[src/rtl/seq_restoring_divider_pkg.sv]
// -----------------------------------------------------------------------------
// seq_restoring_divider_pkg
// Shared definitions for the sequential restoring divider:
//   - state_t       : FSM state encoding (2'd3 is illegal and recovers to IDLE)
//   - DIV0_QUOTIENT : all-ones quotient reported for a zero divisor, sized for
//                     the widest legal operand; users slice the low WIDTH bits
//   - cnt_width()   : width of the step counter for a given operand width
// -----------------------------------------------------------------------------
package seq_restoring_divider_pkg;

  localparam int MAX_WIDTH = 8;

  typedef enum logic [1:0] {
    ST_IDLE    = 2'd0,
    ST_RUN     = 2'd1,
    ST_FIN     = 2'd2,
    ST_ILLEGAL = 2'd3
  } state_t;

  localparam logic [MAX_WIDTH-1:0] DIV0_QUOTIENT = {MAX_WIDTH{1'b1}};

  // Counter must hold 0..width inclusive so it can saturate at width.
  function automatic int cnt_width(input int width);
    return $clog2(width + 1);
  endfunction

endpackage

[src/rtl/seq_restoring_divider_if.sv]
// -----------------------------------------------------------------------------
// seq_restoring_divider_if
// Start/busy/done handshake plus operand and result bus of the divider.
//   master : requester side (drives start, dividend, divisor)
//   slave  : divider side   (drives busy, done, quotient, remainder,
//            div_by_zero)
// -----------------------------------------------------------------------------
interface seq_restoring_divider_if #(
  parameter int WIDTH = 4
) ();

  logic             start;
  logic [WIDTH-1:0] dividend;
  logic [WIDTH-1:0] divisor;
  logic             busy;
  logic             done;
  logic [WIDTH-1:0] quotient;
  logic [WIDTH-1:0] remainder;
  logic             div_by_zero;

  modport master (
    output start, dividend, divisor,
    input  busy, done, quotient, remainder, div_by_zero
  );

  modport slave (
    input  start, dividend, divisor,
    output busy, done, quotient, remainder, div_by_zero
  );

endinterface

[src/rtl/div_trial_sub.sv]
// -----------------------------------------------------------------------------
// div_trial_sub
// Combinational (WIDTH+1)-bit trial subtractor: diff = a - b, built as a
// ripple of full-adder cells computing a + ~b + 1.
//   a    : trial value T
//   b    : zero-extended divisor
//   diff : a - b (modulo 2^(WIDTH+1))
//   nb   : final carry out; 1 means no borrow, i.e. a >= b
// -----------------------------------------------------------------------------
module div_trial_sub #(
  parameter int WIDTH = 4
) (
  input  logic [WIDTH:0] a,
  input  logic [WIDTH:0] b,
  output logic [WIDTH:0] diff,
  output logic           nb
);

  logic [WIDTH+1:0] carry_s;
  logic [WIDTH:0]   b_inv_s;

  assign carry_s[0] = 1'b1;
  assign b_inv_s    = ~b;

  for (genvar i = 0; i <= WIDTH; i++) begin : g_fa
    assign diff[i]      = a[i] ^ b_inv_s[i] ^ carry_s[i];
    assign carry_s[i+1] = (a[i] & b_inv_s[i]) | (a[i] & carry_s[i]) |
                          (b_inv_s[i] & carry_s[i]);
  end

  assign nb = carry_s[WIDTH+1];

endmodule

[src/rtl/seq_restoring_divider.sv]
// -----------------------------------------------------------------------------
// seq_restoring_divider
// Iterative unsigned restoring divider producing one quotient bit per clock.
//   clk    : rising-edge clock
//   rst_n  : synchronous active-low reset
//   bus    : slave side of seq_restoring_divider_if
//            start/dividend/divisor in; busy/done/quotient/remainder/
//            div_by_zero out (all outputs registered)
// A zero divisor skips iteration and reports all-ones / dividend the cycle
// after acceptance. A nonzero divisor runs WIDTH steps before FIN.
// -----------------------------------------------------------------------------
module seq_restoring_divider
  import seq_restoring_divider_pkg::*;
#(
  parameter int WIDTH = 4
) (
  input logic                 clk,
  input logic                 rst_n,
  seq_restoring_divider_if.slave bus
);

  localparam int CW = cnt_width(WIDTH);
  localparam logic [WIDTH-1:0] DIV0_Q = DIV0_QUOTIENT[WIDTH-1:0];

  state_t           state_r;
  state_t           next_state_s;
  logic [WIDTH-1:0] d_r;
  logic [WIDTH-1:0] dvd_r;
  logic [WIDTH:0]   rem_r;
  logic [WIDTH-1:0] q_r;
  logic [CW-1:0]    cnt_r;

  logic             busy_r;
  logic             done_r;
  logic             dbz_r;
  logic [WIDTH-1:0] quo_r;
  logic [WIDTH-1:0] rmd_r;

  logic             accept_s;
  logic             last_step_s;
  logic             div0_s;
  logic [WIDTH:0]   trial_s;
  logic [WIDTH:0]   diff_s;
  logic             nb_s;
  logic [WIDTH:0]   rem_next_s;
  logic [WIDTH-1:0] q_next_s;
  logic             unused_s;

  assign div0_s = (bus.divisor == {WIDTH{1'b0}});

  // T shifts the next dividend bit into the partial remainder. After every
  // step R < D, so rem_r[WIDTH] is always zero and is not fed back.
  assign trial_s  = {rem_r[WIDTH-1:0], dvd_r[WIDTH-1]};
  assign unused_s = rem_r[WIDTH];

  div_trial_sub #(
    .WIDTH (WIDTH)
  ) u_trial_sub (
    .a    (trial_s),
    .b    ({1'b0, d_r}),
    .diff (diff_s),
    .nb   (nb_s)
  );

  // Restoring step: keep the difference only when no borrow occurred.
  always_comb begin
    rem_next_s = trial_s;
    q_next_s   = {q_r[WIDTH-2:0], nb_s};
    if (nb_s) begin
      rem_next_s = diff_s;
    end else begin
      rem_next_s = trial_s;
    end
  end

  // Next-state logic and acceptance/step decode.
  always_comb begin
    next_state_s = ST_IDLE;
    accept_s     = 1'b0;
    last_step_s  = 1'b0;
    case (state_r)
      ST_IDLE, ST_FIN: begin
        if (bus.start) begin
          accept_s = 1'b1;
          if (div0_s) begin
            next_state_s = ST_FIN;
          end else begin
            next_state_s = ST_RUN;
          end
        end else begin
          next_state_s = ST_IDLE;
        end
      end
      ST_RUN: begin
        if (cnt_r == CW'(WIDTH - 1)) begin
          last_step_s  = 1'b1;
          next_state_s = ST_FIN;
        end else begin
          next_state_s = ST_RUN;
        end
      end
      default: begin
        next_state_s = ST_IDLE;
      end
    endcase
  end

  // State, datapath and registered outputs.
  always_ff @(posedge clk) begin
    if (!rst_n) begin
      state_r <= ST_IDLE;
      d_r     <= {WIDTH{1'b0}};
      dvd_r   <= {WIDTH{1'b0}};
      rem_r   <= {(WIDTH+1){1'b0}};
      q_r     <= {WIDTH{1'b0}};
      cnt_r   <= {CW{1'b0}};
      busy_r  <= 1'b0;
      done_r  <= 1'b0;
      dbz_r   <= 1'b0;
      quo_r   <= {WIDTH{1'b0}};
      rmd_r   <= {WIDTH{1'b0}};
    end else begin
      state_r <= next_state_s;
      busy_r  <= (next_state_s == ST_RUN);
      done_r  <= (next_state_s == ST_FIN);
      if (accept_s) begin
        if (div0_s) begin
          quo_r <= DIV0_Q;
          rmd_r <= bus.dividend;
          dbz_r <= 1'b1;
        end else begin
          d_r   <= bus.divisor;
          dvd_r <= bus.dividend;
          rem_r <= {(WIDTH+1){1'b0}};
          q_r   <= {WIDTH{1'b0}};
          cnt_r <= {CW{1'b0}};
          dbz_r <= 1'b0;
        end
      end else if (state_r == ST_RUN) begin
        dvd_r <= {dvd_r[WIDTH-2:0], 1'b0};
        rem_r <= rem_next_s;
        q_r   <= q_next_s;
        // Saturate so a stuck RUN can never wrap the step count.
        if (cnt_r != CW'(WIDTH)) begin
          cnt_r <= cnt_r + CW'(1);
        end
        if (last_step_s) begin
          quo_r <= q_next_s;
          rmd_r <= rem_next_s[WIDTH-1:0];
        end
      end
    end
  end

  assign bus.busy        = busy_r;
  assign bus.done        = done_r;
  assign bus.quotient    = quo_r;
  assign bus.remainder   = rmd_r;
  assign bus.div_by_zero = dbz_r;

endmodule

[src/flat_wrapper.sv]
// flat-port wrapper written by rule: the top's interface ports become plain ports
module seq_restoring_divider_flat import seq_restoring_divider_pkg::*;
#(
  parameter int WIDTH = 4
)
  (clk, rst_n, bus_start, bus_dividend, bus_divisor, bus_busy, bus_done, bus_quotient, bus_remainder, bus_div_by_zero);
  seq_restoring_divider_if #(.WIDTH(WIDTH)) bus_i ();
  input logic clk;
  input logic rst_n;
  input wire logic [$bits(bus_i.start)-1:0] bus_start;
  input wire logic [$bits(bus_i.dividend)-1:0] bus_dividend;
  input wire logic [$bits(bus_i.divisor)-1:0] bus_divisor;
  output wire logic [$bits(bus_i.busy)-1:0] bus_busy;
  output wire logic [$bits(bus_i.done)-1:0] bus_done;
  output wire logic [$bits(bus_i.quotient)-1:0] bus_quotient;
  output wire logic [$bits(bus_i.remainder)-1:0] bus_remainder;
  output wire logic [$bits(bus_i.div_by_zero)-1:0] bus_div_by_zero;
  assign bus_i.start = bus_start;
  assign bus_i.dividend = bus_dividend;
  assign bus_i.divisor = bus_divisor;
  assign bus_busy = bus_i.busy;
  assign bus_done = bus_i.done;
  assign bus_quotient = bus_i.quotient;
  assign bus_remainder = bus_i.remainder;
  assign bus_div_by_zero = bus_i.div_by_zero;
  seq_restoring_divider #(.WIDTH(WIDTH)) u_core (.clk(clk), .rst_n(rst_n), .bus(bus_i));
endmodule
[config.mk]
export PLATFORM = sky130hd
export DESIGN_NAME = seq_restoring_divider_flat
export DESIGN_NICKNAME = d
export VERILOG_FILES = /design/src/rtl/seq_restoring_divider_pkg.sv /design/src/rtl/seq_restoring_divider_if.sv /design/src/rtl/div_trial_sub.sv /design/src/rtl/seq_restoring_divider.sv /design/src/flat_wrapper.sv
export SDC_FILE = /design/constraint.sdc
export NUM_CORES = 1
export LEC_CHECK = 0
export BUFFER_PORTS_ARGS = -buffer_cell sky130_fd_sc_hd__buf_4
export CAP_MARGIN = 0
export CORE_UTILIZATION = 59
export CTS_CLUSTER_DIAMETER = 100
export DETAILED_ROUTE_END_ITERATION = 7
export PLACE_DENSITY = 0.82
export SLEW_MARGIN = 0
export SYNTH_ARGS = -nofsm -noshare
export SYNTH_HDL_FRONTEND = slang
export SYNTH_SLANG_ARGS = --single-unit
[constraint.sdc]
create_clock -name clk -period 6.58 [get_ports clk]
set_input_delay 0.658 -clock clk [delete_from_list [all_inputs] [get_ports clk]]
set_output_delay 0.658 -clock clk [all_outputs]
set_load 0.02 [all_outputs]
==> impl_results.md, run 1 <==
- Post-synth top cells: 31 x dfxtp_1, 15 x a21oi_1, 15 x nand2_1
- Crit path max fanout: 5
- # nets final: 192
- Int Pwr: 0.274 mW
- Worst setup SP type: flip-flop
- Leakage: 0.616 nW
- Sw power: 0.108 mW
- Slew HR: between 40% and 50%
- Seq pwr share: 53.1%
- DR WL/cell: 15.9 um
- Worst Clk Skew: 0.0104 ns
- Post-synth ARST share: 0%
- Routability cong.: 0.919
- Placement Cell Area: 0.00161 mm^2
- Max Freq: 362 MHz
- Syn Inst Count: 158
- Setup bufs post-CTS: 0
- Post-synthesis sequential area ratio: 42.2%
- Max Slew Vio Count: 0
- Period utilization: approximately two fifths
- Synth top area share: 42.2%
- Vias in the first global route: between 1000 and 1500
- Slew at the pin with the worst max-slew slack: 0.890 ns
- Drt drc: 0
- Most common cell in the netlist: dfxtp_1
- Switching Fraction: 28.2%
- First-pass GRT wire length: between 5000 and 6000 um
- Clock share of power: between 20% and 30%
- Peak VDD IR: 0.000178 V
- GRT Resource Usage Total: a little over a quarter
- Finish-stage setup viols: 0
- Dpl hpwl: 2250 um
- Setup CP Type: reg2reg
- RSZ-0062 raised after global routing: no
- Combinational share of power: 17.4%
- Hold buffers post-CTS: 0
- GR Overflow Total: 0
- Num CTS Buffers: 5
- Post-DRT Antenna Nets: 0
- Final std cell area, no fill: 0.00167 mm^2
- Slowest library cell on the worst path: fa_1
- H-tree Lvls: 2
- CTS clk-pin slew, worst paths: about 0.10 ns
- DIE WIDTH: 51.9 um
- Diodes inserted: 0
- Worst EP arrival: between 3 and 4 ns
- Pwr Total: 0.382 mW
- HP Class: reg2reg
- Resize count post-CTS: 0
- 1st-iter DRT viols: 34
- Core Area: 0.00228 mm^2
- Crit-path cells: inv_1 -> ha_1 -> fa_1 -> fa_1 -> fa_1 -> nand2b_1 -> mux2_2 -> a221oi_1
- Worst Setup End Kind: flip-flop
- Post-Syn Area per Cell: between 9 and 10 um^2
- Port Buffers: 21
- Largest cells by area after synthesis: dfxtp_1 42%, a21oi_1 5.1%, a211oi_1 4.6%
- Clk root buf: clkbuf_4
- Status: finished, final reports clean
- Initial antenna violation count: 0
- Initial Util: about 65%
- Total Wirelength: 3210 um
- Pin count of the biggest net entering global routing: 22
- Main flop type after synthesis: dfxtp_1
- Maxcap violations: 0
- Post-synth EDFFs: 0
- #FFs+latches synth: 31
- Ports: 22
- DR vias/cell: 6.25
- Post-synth net total: ~180
- Num rows: 17
- Mapped Area: between 0.001 and 0.0015 mm^2
- PD cells: roughly 230 mW/mm^2
- Die Span Y: 51.9 um
- Synthesis-to-finish area growth: 13.4%
- Layout cells sized above 1: between 20% and 30%
- Drt first pass iters: 4
- Synth warn: 0
- Via count: 1262
- Area leader, netlist: dfxtp_1
- Deepest clock path buffer count: 2
- Die area: about 0.0027 mm^2
- Clk sinks: 31
- Max incr delay on CP: approximately 0.40 ns
- Clk_lat worst skew: 0.33 ns
- Critical Path Most Common Cell: fa_1
- Min Clock Period, post-route: between 2 and 3 ns
- Setup TNS: 0 ns
- Final hold vios: 0
- Distinct cells, synth: 30
- CTS tree: yes
- Required time worst endpoint: between 6 and 7 ns
## routing by layer
layer / up-vias / routed length, um / global-route usage, %
met5: - / 0 / 0
met4: 0 / 65 / 14.0
met3: 10 / 252 / 6.43
met2: 52 / 1540 / 42.5
met1: 597 / 1360 / 35.4
li1: 603 / - / -
## through the flow
stage,hold slack (ns),worst slack (ns),utilization [%],instances
floorplan,0.438,4.01,-,158
global placement,0.445,3.94,70.8,195
detailed placement,0.453,3.87,70.8,195
CTS,0.467,3.82,73.2,202
global route,0.502,3.65,73.2,202
finish,0.469,3.82,73.2,202
## layout make-up
| type | count | area (um^2) |
|---|---|---|
| flip-flops and latches | 31 | 621 |
| clock inverters | 1 | 5.00 |
| inverters | 11 | 41.3 |
| repair buffers | 22 | 165 |
| clock buffers | 6 | 51.3 |
| well taps | 28 | 35.0 |
| multi-input cells | 103 | 748 |
| fillers | 164 | 609 |
## power by group through the flow
| stage | Combinational (mW) | Sequential (mW) | Clock [mW] |
|---|---|---|---|
| after floorplan | 0.0460 | 0.208 | 0 |
| after global placement | 0.0632 | 0.207 | 0 |
| after detailed placement | 0.0655 | 0.207 | 0 |
| after CTS | 0.0662 | 0.203 | 0.112 |
| after global routing | 0.0736 | 0.204 | 0.120 |
| final | 0.0665 | 0.203 | 0.112 |
## logic make-up after synthesis
family / share of synthesized area (%)
AO/OA/AOI/OAI: 25.1
AND/OR/NAND/NOR: 13.2
flip-flops: 42.2
buffers and inverters: 6.89
multiplexers: 5.11
adder cells (fa/ha/maj): 7.49
## sequential cells by signal, summed over array words and instances, names as in the netlist
signal / cells
u_core.bus.busy: 1
u_core.bus.div_by_zero: 1
u_core.bus.done: 1
u_core.bus.quotient: 4
u_core.bus.remainder: 4
u_core.cnt_r: 3
u_core.d_r: 4
u_core.dvd_r: 4
u_core.q_r: 3
u_core.rem_r: 4
u_core.state_r: 2
## worst paths after layout
| path | start | endpoint | slack [ns] | cells after the start |
|---|---|---|---|---|
| hold reg to reg | u_core.bus.div_by_zero$_SDFFE_PN0P_ | u_core.bus.div_by_zero$_SDFFE_PN0P_ | 0.47 | 2 |
| setup / recovery | u_core.dvd_r[3]$_SDFFE_PN0P_ | u_core.bus.remainder[0]$_SDFFE_PN0P_ | 3.82 | 8 |
| hold / removal | u_core.bus.div_by_zero$_SDFFE_PN0P_ | u_core.bus.div_by_zero$_SDFFE_PN0P_ | 0.47 | 2 |
| setup reg to reg | u_core.dvd_r[3]$_SDFFE_PN0P_ | u_core.bus.remainder[0]$_SDFFE_PN0P_ | 3.82 | 8 |
## layout by cell type, fill, tap and decap left out, types with 5 or more instances in the layout
| cell type | netlist | layout |
|---|---|---|
| dfxtp_1 | 31 | 31 |
| buf_4 | 0 | 22 |
| nand2_1 | 15 | 15 |
| a21oi_1 | 15 | 15 |
| inv_1 | 11 | 11 |
| a211oi_1 | 9 | 9 |
| nor2_1 | 7 | 7 |
| o21ai_1 | 5 | 5 |
| clkbuf_4 | 0 | 5 |
## worst max-delay path, delay by kind of cell, from the launching register on
family	cells	cell delay [ns]
buffers and inverters	1	0.06
flip-flops	1	0.36
adder cells (fa/ha/maj)	4	1.38
AO/OA/AOI/OAI	1	0.27
multiplexers	1	0.39
AND/OR/NAND/NOR	1	0.23
Note: power is estimated with default switching activity, not from simulation.
==> run 2, diff against run 1 <==
--- a/config.mk
+++ b/config.mk
@@ -7,10 +7,10 @@
 export LEC_CHECK = 0
 export BUFFER_PORTS_ARGS = -buffer_cell sky130_fd_sc_hd__buf_4
 export CAP_MARGIN = 0
-export CORE_UTILIZATION = 59
+export CORE_UTILIZATION = 50
 export CTS_CLUSTER_DIAMETER = 100
 export DETAILED_ROUTE_END_ITERATION = 7
-export PLACE_DENSITY = 0.82
+export PLACE_DENSITY = 0.74
 export SLEW_MARGIN = 0
 export SYNTH_ARGS = -nofsm -noshare
 export SYNTH_HDL_FRONTEND = slang
==> constraint.sdc (replaced) <==
create_clock -name clk -period 2.4 [get_ports clk]
set_input_delay 0.24 -clock clk [delete_from_list [all_inputs] [get_ports clk]]
set_output_delay 0.24 -clock clk [all_outputs]
set_load 0.02 [all_outputs]
==> run 2 against run 1 <==
Net effect: clock skew grew 0.0030 ns; core utilization shrank 9.2 points; final cell count grew 4.0%; non-clock buffer count grew 5; largest cell class unchanged.
==> impl_results.md, run 2 (synthesized netlist as in run 1, its figures left out) <==
- Max Slew Vio Count: 0
- Critical Path Most Common Cell: fa_2
- Drt drc: 0
- DR vias/cell: approximately 6.0
- CTS clk-pin slew, worst paths: 0.10 ns
- Clk root buf: clkbuf_4
- Diodes inserted: 0
- Via count: 1263
- Worst setup margin: 0.0389 ns
- Slew HR: a little over half
- Core Area: 0.00278 mm^2
- Max Freq: 424 MHz
- HP Class: in2reg
- Crit-path cells: inv_2 -> ha_4 -> fa_2 -> fa_2 -> fa_2 -> nand2b_4 -> mux2_4 -> a221oi_2
- Most frequent cells in the layout: 30 x dfxtp_1, 27 x buf_4, 15 x nand2_1, 15 x a21oi_1, 10 x inv_1
- Pwr Total: 1.09 mW
- Num rows: 19
- Pin count of the biggest net entering global routing: 22
- RSZ-0062 raised after global routing: yes
- Slew at the pin with the worst max-slew slack: around 0.69 ns
- Initial Util: 52.9%
- DR WL/cell: 17.1 um
- Initial antenna violation count: 0
- Die area: 0.00316 mm^2
- 1st-iter DRT viols: 63
- Ports: 22
- Layout cells sized above 1: 30.2%
- Final hold vios: 0
- Drt first pass iters: 7
- Worst Clk Skew: 0.0133 ns
- Dpl hpwl: 2490 um
- First-pass GRT wire length: approximately 5800 um
- Final std cell area, no fill: 0.00178 mm^2
- Deepest clock path buffer count: 2
- Slowest library cell on the worst path: fa_2
- Required time worst endpoint: 2.66 ns
- Total Wirelength: 3580 um
- PD cells: 614 mW/mm^2
- Port Buffers: 21
- Die Span Y: 56.2 um
- Min Clock Period, post-route: 2.36 ns
- Placement Cell Area: between 0.0015 and 0.002 mm^2
- Peak VDD IR: ~0.00054 V
- Crit path max fanout: 5
- Worst Setup End Kind: flip-flop
- Synthesis-to-finish area growth: 21.1%
- CTS tree: yes
- Min Hold Slack: 0.187 ns
- Num CTS Buffers: 5
- Clk_lat worst skew: 0.33 ns
- GRT Resource Usage Total: 24.4%
- Worst setup SP type: flip-flop
- Worst EP arrival: 2.62 ns
- GR Overflow Total: 0
- H-tree Lvls: 2
- Hold buffers post-CTS: 0
- # nets final: 197
- Leakage: 0.666 nW
- Vias in the first global route: 1234
- Status: finished, final reports clean
- Worst slack, placed: -0.0805 ns
- Setup TNS: 0 ns
- Max incr delay on CP: 0.38 ns
- Setup CP Type: reg2reg
- DIE WIDTH: 56.2 um
- Routability cong.: 0.824
- Clk sinks: 31
- Finish-stage setup viols: 0
- Post-DRT Antenna Nets: 0
- Period utilization: 98.4%
- Maxcap violations: 0
- Commonest non-fill, non-tap cell in the layout: dfxtp_1
==> run 2: final cells by class <==
type	instances	area [um^2]
Clock inverter	1	5.00
Tap cell	31	38.8
Inverter	11	41.3
Timing Repair Buffer	27	203
Sequential cell	31	622
Multi-Input combinational cell	103	820
Fill cell	241	1000
Clock buffer	6	51.3
==> run 2: repair_timing <==
item	CTS	global route
setup endpoints to repair	6	4
resized for setup	6	3
pin swaps	4	0
setup buffers	0	1
==> run 2: worst paths after layout <==
kind / slack, ns / from / to / cells after the start
setup / recovery: 0.04 / u_core.dvd_r[3]$_SDFFE_PN0P_ / u_core.bus.remainder[0]$_SDFFE_PN0P_ / 8
hold / removal: 0.19 / bus_divisor[0] / u_core.d_r[0]$_SDFFE_PN0P_ / 3
setup reg to reg: 0.04 / u_core.dvd_r[3]$_SDFFE_PN0P_ / u_core.bus.remainder[0]$_SDFFE_PN0P_ / 8
hold reg to reg: 0.47 / u_core.bus.div_by_zero$_SDFFE_PN0P_ / u_core.bus.div_by_zero$_SDFFE_PN0P_ / 2
==> run 2: stage by stage <==
stage / utilization, % / cells
floorplan: - / 158
global placement: 60.1 / 202
detailed placement: 60.1 / 202
CTS: 63.2 / 209
global route: 64.0 / 210
finish: 64.0 / 210
==> run 2: report_power, final <==
part           leakage [nW]  internal (mW)  switching [mW]
clock                0.0341          0.135           0.172
sequential            0.253          0.540          0.0185
combinational         0.379          0.105           0.123
total                 0.666          0.780           0.313
==> run 2: routing by layer <==
| layer | track usage (%) | share of wire (%) | up-vias | routed length (um) |
|---|---|---|---|---|
| li1 | - | - | 610 | - |
| met1 | 30.8 | 45 | 598 | 1600 |
| met2 | 38.1 | 48 | 45 | 1710 |
| met3 | 7.21 | 5.5 | 10 | 196 |
| met4 | 11.8 | 2.2 | 0 | 77 |
| met5 | 0 | 0 | - | 0 |
==> run 2: worst max-delay path, delay by kind of cell (launching register included) <==
kind	cells	cell delay [ns]
AO/OA/AOI/OAI	1	0.23
adder cells (fa/ha/maj)	4	1.20
buffers and inverters	1	0.05
flip-flops	1	0.35
multiplexers	1	0.32
AND/OR/NAND/NOR	1	0.13
